--- config.mk ---
export PLATFORM = sky130hd
export DESIGN_NAME = cmd_script_seq
export DESIGN_NICKNAME = d
export VERILOG_FILES = /design/src/rtl/cmd_seq_pkg.sv /design/src/rtl/cmd_seq_timeout.sv /design/src/rtl/cmd_script_seq.sv
export SDC_FILE = /design/constraint.sdc
export NUM_CORES = 1
export LEC_CHECK = 0
export BUFFER_PORTS_ARGS = -buffer_cell sky130_fd_sc_hd__buf_2
export CAP_MARGIN = 5
export CORE_MARGIN = 2
export CORE_UTILIZATION = 45
export CTS_CLUSTER_DIAMETER = 120
export DETAILED_ROUTE_END_ITERATION = 10
export GPL_ROUTABILITY_DRIVEN = 0
export PLACE_DENSITY = 0.72
export SLEW_MARGIN = 20
export SYNTH_ARGS = -nofsm -noshare
export SYNTH_HDL_FRONTEND = slang
export SYNTH_SLANG_ARGS = --single-unit
--- constraint.sdc ---
create_clock -name clk -period 13.2 [get_ports clk]
set_clock_uncertainty 0.1 [all_clocks]
set_input_delay 3.3 -clock clk [delete_from_list [all_inputs] [get_ports clk]]
set_output_delay 3.3 -clock clk [all_outputs]
set_load 0.03 [all_outputs]
--- src/rtl/cmd_seq_pkg.sv ---
// cmd_seq_pkg: shared FSM state, DSO opcodes and response codes
// for the cmd_script_seq host-side command sequencer.
package cmd_seq_pkg;

   typedef enum logic [2:0] {
      S_IDLE,
      S_SEND,
      S_WAIT_SENT,
      S_WAIT_RESP,
      S_CHECK,
      S_FAIL_TO,
      S_NEXT,
      S_DONE
   } seq_state_e;

   localparam logic [7:0] DUMP_CH     = 8'h01;
   localparam logic [7:0] CFG_GAIN    = 8'h02;
   localparam logic [7:0] TRIG_LVL    = 8'h03;
   localparam logic [7:0] TRIG_POS    = 8'h04;
   localparam logic [7:0] SET_DEC     = 8'h05;
   localparam logic [7:0] TRIG_CFG    = 8'h06;
   localparam logic [7:0] RD_TRIG_CFG = 8'h07;
   localparam logic [7:0] EEP_WRT     = 8'h08;
   localparam logic [7:0] EEP_RD      = 8'h09;

   localparam logic [7:0] POS_ACK     = 8'hA5;
   localparam logic [7:0] NEG_ACK     = 8'hEE;

endpackage

--- src/rtl/cmd_seq_timeout.sv ---
// cmd_seq_timeout: loadable down-counter; load sets all ones,
// expired_o is high once the count has reached zero.
module cmd_seq_timeout #(
   parameter int W = 20
) (
   input  logic clk,
   input  logic rst_n,
   input  logic load_i,
   input  logic en_i,
   output logic expired_o
);

   logic [W-1:0] cnt_q;

   always_ff @(posedge clk) begin
      if (!rst_n) begin
         cnt_q <= '0;
      end else if (load_i) begin
         cnt_q <= '1;
      end else if (en_i && cnt_q != '0) begin
         cnt_q <= cnt_q - W'(1);
      end
   end

   assign expired_o = (cnt_q == '0);

endmodule

--- src/rtl/cmd_script_seq.sv ---
// cmd_script_seq: replays a loaded command/response script over a
// UART master handshake. Define RESP_MASK_EN for masked compares.
module cmd_script_seq
   import cmd_seq_pkg::*;
#(
   parameter int CMD_W  = 24,
   parameter int RESP_W = 8,
   parameter int DEPTH  = 16,
   parameter int TO_W   = 20
) (
   input  logic                       clk,
   input  logic                       rst_n,
   input  logic                       ld_valid,
   input  logic [CMD_W-1:0]           ld_cmd,
   input  logic [RESP_W-1:0]          ld_exp,
   input  logic [RESP_W-1:0]          ld_mask,
   output logic                       ld_full,
   input  logic                       clr_script,
   input  logic                       start,
   output logic                       busy,
   output logic                       done,
   output logic [CMD_W-1:0]           cmd,
   output logic                       send_cmd,
   input  logic                       cmd_sent,
   input  logic                       resp_rdy,
   input  logic [RESP_W-1:0]          resp,
   output logic                       clr_resp_rdy,
   output logic [$clog2(DEPTH):0]     pass_cnt,
   output logic [$clog2(DEPTH):0]     fail_cnt,
   output logic [$clog2(DEPTH)-1:0]   first_fail,
   output logic                       timeout_err
);

   localparam int AW = $clog2(DEPTH);
   localparam int CW = AW + 1;

   seq_state_e state_q, state_d;

   logic [CMD_W-1:0]  cmd_mem [DEPTH];
   logic [RESP_W-1:0] exp_mem [DEPTH];
`ifdef RESP_MASK_EN
   logic [RESP_W-1:0] mask_mem [DEPTH];
`else
   logic unused_mask;
   assign unused_mask = ^ld_mask;
`endif

   logic [CW-1:0]     n_q;
   logic [AW-1:0]     idx_q;
   logic [AW-1:0]     idx_nx;
   logic [CMD_W-1:0]  cmd_q;
   logic [RESP_W-1:0] resp_q;
   logic              early_q;
   logic [CW-1:0]     pass_q;
   logic [CW-1:0]     fail_q;
   logic [AW-1:0]     ff_q;
   logic              to_q;

   logic ld_we, last, match, pass_inc, fail_inc;
   logic tmr_ld, tmr_en, tmr_exp;

   assign ld_full = (n_q == CW'(DEPTH));
   assign ld_we   = rst_n && ld_valid && !busy
                    && !ld_full && !clr_script;
   assign idx_nx  = idx_q + AW'(1);
   assign last    = (CW'(idx_q) + CW'(1)) == n_q;

`ifdef RESP_MASK_EN
   assign match = ((resp_q ^ exp_mem[idx_q])
                   & mask_mem[idx_q]) == '0;
`else
   assign match = (resp_q == exp_mem[idx_q]);
`endif

   assign pass_inc = (state_q == S_CHECK) && match;
   assign fail_inc = ((state_q == S_CHECK) && !match)
                     || (state_q == S_FAIL_TO);

   cmd_seq_timeout #(.W(TO_W)) u_timeout (
      .clk       (clk),
      .rst_n     (rst_n),
      .load_i    (tmr_ld),
      .en_i      (tmr_en),
      .expired_o (tmr_exp)
   );

   always_ff @(posedge clk) begin
      if (!rst_n) state_q <= S_IDLE;
      else        state_q <= state_d;
   end

   always_comb begin
      state_d = state_q;
      unique case (state_q)
         S_IDLE:
            if (start)
               state_d = (n_q == '0) ? S_NEXT : S_SEND;
         S_SEND:      state_d = S_WAIT_SENT;
         S_WAIT_SENT:
            if (cmd_sent)     state_d = S_WAIT_RESP;
            else if (tmr_exp) state_d = S_FAIL_TO;
         S_WAIT_RESP:
            if (resp_rdy || early_q) state_d = S_CHECK;
            else if (tmr_exp)        state_d = S_FAIL_TO;
         S_CHECK:     state_d = S_NEXT;
         S_FAIL_TO:   state_d = S_NEXT;
         S_NEXT:
            state_d = (n_q == '0 || last) ? S_DONE : S_SEND;
         S_DONE:      state_d = S_IDLE;
         default:     state_d = S_IDLE;
      endcase
   end

   always_comb begin
      busy         = (state_q != S_IDLE);
      send_cmd     = (state_q == S_SEND);
      clr_resp_rdy = (state_q == S_CHECK);
      done         = (state_q == S_DONE);
      tmr_ld       = (state_q == S_SEND)
                     || (state_q == S_WAIT_SENT && cmd_sent);
      tmr_en       = (state_q == S_WAIT_SENT)
                     || (state_q == S_WAIT_RESP);
   end

   always_ff @(posedge clk) begin
      if (ld_we) begin
         cmd_mem[n_q[AW-1:0]] <= ld_cmd;
         exp_mem[n_q[AW-1:0]] <= ld_exp;
`ifdef RESP_MASK_EN
         mask_mem[n_q[AW-1:0]] <= ld_mask;
`endif
      end
   end

   always_ff @(posedge clk) begin
      if (!rst_n) begin
         n_q     <= '0;
         idx_q   <= '0;
         cmd_q   <= '0;
         resp_q  <= '0;
         early_q <= 1'b0;
         pass_q  <= '0;
         fail_q  <= '0;
         ff_q    <= '0;
         to_q    <= 1'b0;
      end else begin
         if (clr_script && !busy)
            n_q <= '0;
         else if (ld_we)
            n_q <= n_q + CW'(1);

         if (state_q == S_IDLE && start) begin
            pass_q <= '0;
            fail_q <= '0;
            ff_q   <= '0;
            to_q   <= 1'b0;
            idx_q  <= '0;
            if (n_q != '0) cmd_q <= cmd_mem[0];
         end

         if (state_q == S_SEND)
            early_q <= 1'b0;
         else if (state_q == S_WAIT_SENT && resp_rdy)
            early_q <= 1'b1;
         else if (state_q == S_WAIT_RESP
                  && (resp_rdy || early_q)) begin
            resp_q  <= resp;
            early_q <= 1'b0;
         end

         if (pass_inc && pass_q != CW'(DEPTH))
            pass_q <= pass_q + CW'(1);

         // first_fail only latches on the first failure of a replay
         if (fail_inc && fail_q != CW'(DEPTH)) begin
            fail_q <= fail_q + CW'(1);
            if (fail_q == '0) ff_q <= idx_q;
         end

         if (state_q == S_FAIL_TO)
            to_q <= 1'b1;

         if (state_q == S_NEXT && n_q != '0 && !last) begin
            idx_q <= idx_nx;
            cmd_q <= cmd_mem[idx_nx];
         end
      end
   end

   assign cmd         = cmd_q;
   assign pass_cnt    = pass_q;
   assign fail_cnt    = fail_q;
   assign first_fail  = ff_q;
   assign timeout_err = to_q;

endmodule

==> run metrics <==
status=finished clean; Port Buffers=90; Starting Density=45.26%; period utilisation layout=42.33%; I/O pin count=99; met1 wire length=21320 um; fin worst setup slack=7.613 ns; Post-CTS Setup Bufs=0; Die X-Extent=233.2 um; Critical Path AT=5.75 ns; cell type with the largest total area after synthesis=edfxtp_1; area share of the largest cell type after synthesis=65.03%; Synth Register Bits=596; number of flops mapped to enable cells by yosys=512; row count=84; pins over their slew limit=0; VDD IR max=0.1168 mV; Tot Pwr=4.150 mW; pre-CTS setup slack=7.033 ns; H-tree depth=2; post-synthesis sequential area ratio=72.14%; Mean Syn Cell Area=18.74 um^2; Post-DP Area=25040 um^2; residual DRC count=0; Worst-path clk slew=0.06 ns; Worst setup EP type=flop; Hold Fails Final Rpt=0; main area contributors after synthesis=edfxtp_1, mux4_2, dfxtp_1; combinational share of power=8.0%; Final setup viols=0; cts bufs inserted=57; die height=233.2 um; CTS tree=done; First-pass DRT Iterations=7; number of antenna violations at the first check in global routing=5; vias post-DR=12200; hold-fix buffer count after cts=0; CTS resizes=0; Slew HR=32.12%; Hold Path Class=flop to flop; WHS=0.4011 ns; fraction of registers with async set/reset=0%; cell-internal power=3.186 mW; Mapped Cells=1262; RSZ-0062 raised after global routing=no; CORE AREA=52240 um^2; maximum number of pins on one net before global-route repair=72; share of cells above drive strength 1=27.84%; syn_nets=1327; Mapped Area=23640 um^2; Max FO, Critical Path=19; crit path time final=5.587 ns; Critical Path RT=13.36 ns; Sequential Power Share=51.5%; Design Area, Final=26980 um^2; Yosys warning count=0; Final #Nets=1438; Psw=964.0 uW; hpwl dp=27580 um; first-pass GRT wire length=77360 um; # diodes=0; DR WL met3=3459 um; PwrDens=153.8 nW/um^2; Fmax=179.0 MHz; critical path class=input pin to flop; Congestion Overflow GR=0; Netlist cell types=62; Root Driver=clkbuf_16; P_leak=8.410 nW; setup TNS=0 ns; Primary FF master, synth=edfxtp_1; synth-to-layout area growth=14.10%; die area=54390 um^2; vias per cell=5.790; Sw Share=23.23%; Wirelength per Cell=24.12 um; crit path launch type=input pin; clock power share=40.5%; Max clock buf depth=3; later-pin clock latency in the skew report=0.62 ns; Top Metal Used=met5; final WL=50810 um; commonest non-fill, non-tap cell in the layout=edfxtp_1; Filler Cells Inserted=4057; CTS sink count=596; slew at the pin closest to its max-slew limit=1.007 ns; initial drt markers=1400; Final ANT Viol Nets=0; met2 WL=25160 um; Max-Cap Viols=0; GRT Overall Usage=19.18%; vias in the first global route=12505; most frequent cells in the layout=edfxtp_1, mux4_2, buf_2, dfxtp_1, mux2i_1
-- cell type report --
type	instances	area [um^2]	area share (%)
Sequential cell	596	17060	63.24
Tap cell	688	860.8	3.191
Timing Repair Buffer	118	664.4	2.463
Clock inverter	42	462.9	1.716
Inverter	14	52.55	0.1948
Clock buffer	63	1470	5.450
Multi-Input combinational cell	586	6405	23.74
-- registers in the layout, summed over array words and instances (netlist names), named ones only --
| name | count |
|---|---|
| timeout_err | 1 |
| early_q | 1 |
| state_q | 3 |
| first_fail | 4 |
| resp_q | 8 |
| fail_cnt | 5 |
| cmd_mem | 384 |
| pass_cnt | 5 |
| cmd | 24 |
| u_timeout.cnt_q | 20 |
| idx_q | 4 |
| exp_mem | 128 |
| n_q | 5 |
-- power by group through the flow --
stage / clock (mW) / combinational (mW) / sequential (mW)
floorplan: 0 / 0.238 / 2.17
global placement: 0 / 0.319 / 2.17
detailed placement: 0 / 0.329 / 2.18
CTS: 1.71 / 0.331 / 2.14
global route: 1.79 / 0.373 / 2.15
finish: 1.68 / 0.330 / 2.14
-- metal layers --
metal  up-vias  track usage, %
met3        73           3.125
met5         -               0
met1      6368           26.66
li1       5338               -
met4         8           4.757
met2       413           31.78
-- cell families (layout without fill, tap and decap cells) --
logic type               Yosys count  after routing  synth area share (%)
flip-flops                       596            596                 72.14
AND/OR/NAND/NOR                  202            202                 4.334
XOR/XNOR                          41             41                 1.577
buffers and inverters             80            237                 1.492
AO/OA/AOI/OAI                    121            121                 3.535
adder cells (fa/ha/maj)           10             10                0.5292
multiplexers                     212            212                 16.39
-- Yosys cell counts, types with 7 or more instances --
| master | number |
|---|---|
| a211oi_1 | 24 |
| a21oi_1 | 43 |
| and3_1 | 7 |
| buf_1 | 10 |
| buf_2 | 12 |
| clkbuf_1 | 37 |
| dfxtp_1 | 84 |
| edfxtp_1 | 512 |
| ha_1 | 10 |
| inv_1 | 13 |
| mux2_2 | 11 |
| mux2i_1 | 61 |
| mux4_2 | 139 |
| nand2_1 | 26 |
| nand2b_1 | 10 |
| nand3_1 | 20 |
| nor2_1 | 73 |
| nor2b_1 | 7 |
| nor3_1 | 20 |
| o211ai_1 | 15 |
| o21ai_0 | 9 |
| xnor2_1 | 25 |
| xor2_1 | 15 |
-- final timing paths --
kind,from,end,slack [ns],cells past startpoint
max,rst_n,exp_mem[13][6],7.61,6
min,cmd[5],cmd[5],0.40,2
max reg2reg,state_q[0],exp_mem[13][6],9.41,6
min reg2reg,cmd[5],cmd[5],0.40,2
-- through the flow --
step / util (%) / std cells
after detailed placement: 47.94 / 2002
after CTS: 51.64 / 2107
final: 51.65 / 2107
after global routing: 51.65 / 2107
after floorplan: - / 1262
after global placement: 47.94 / 2002
-- critical path, cell delays in order --
cell and delay, ns:
buf_2 0.15, nand4b_1 0.28, nor2_1 0.52, nand2_1 0.34, nor2_4 0.65, buf_4 0.48
Note: power is estimated with default switching activity, not from simulation.
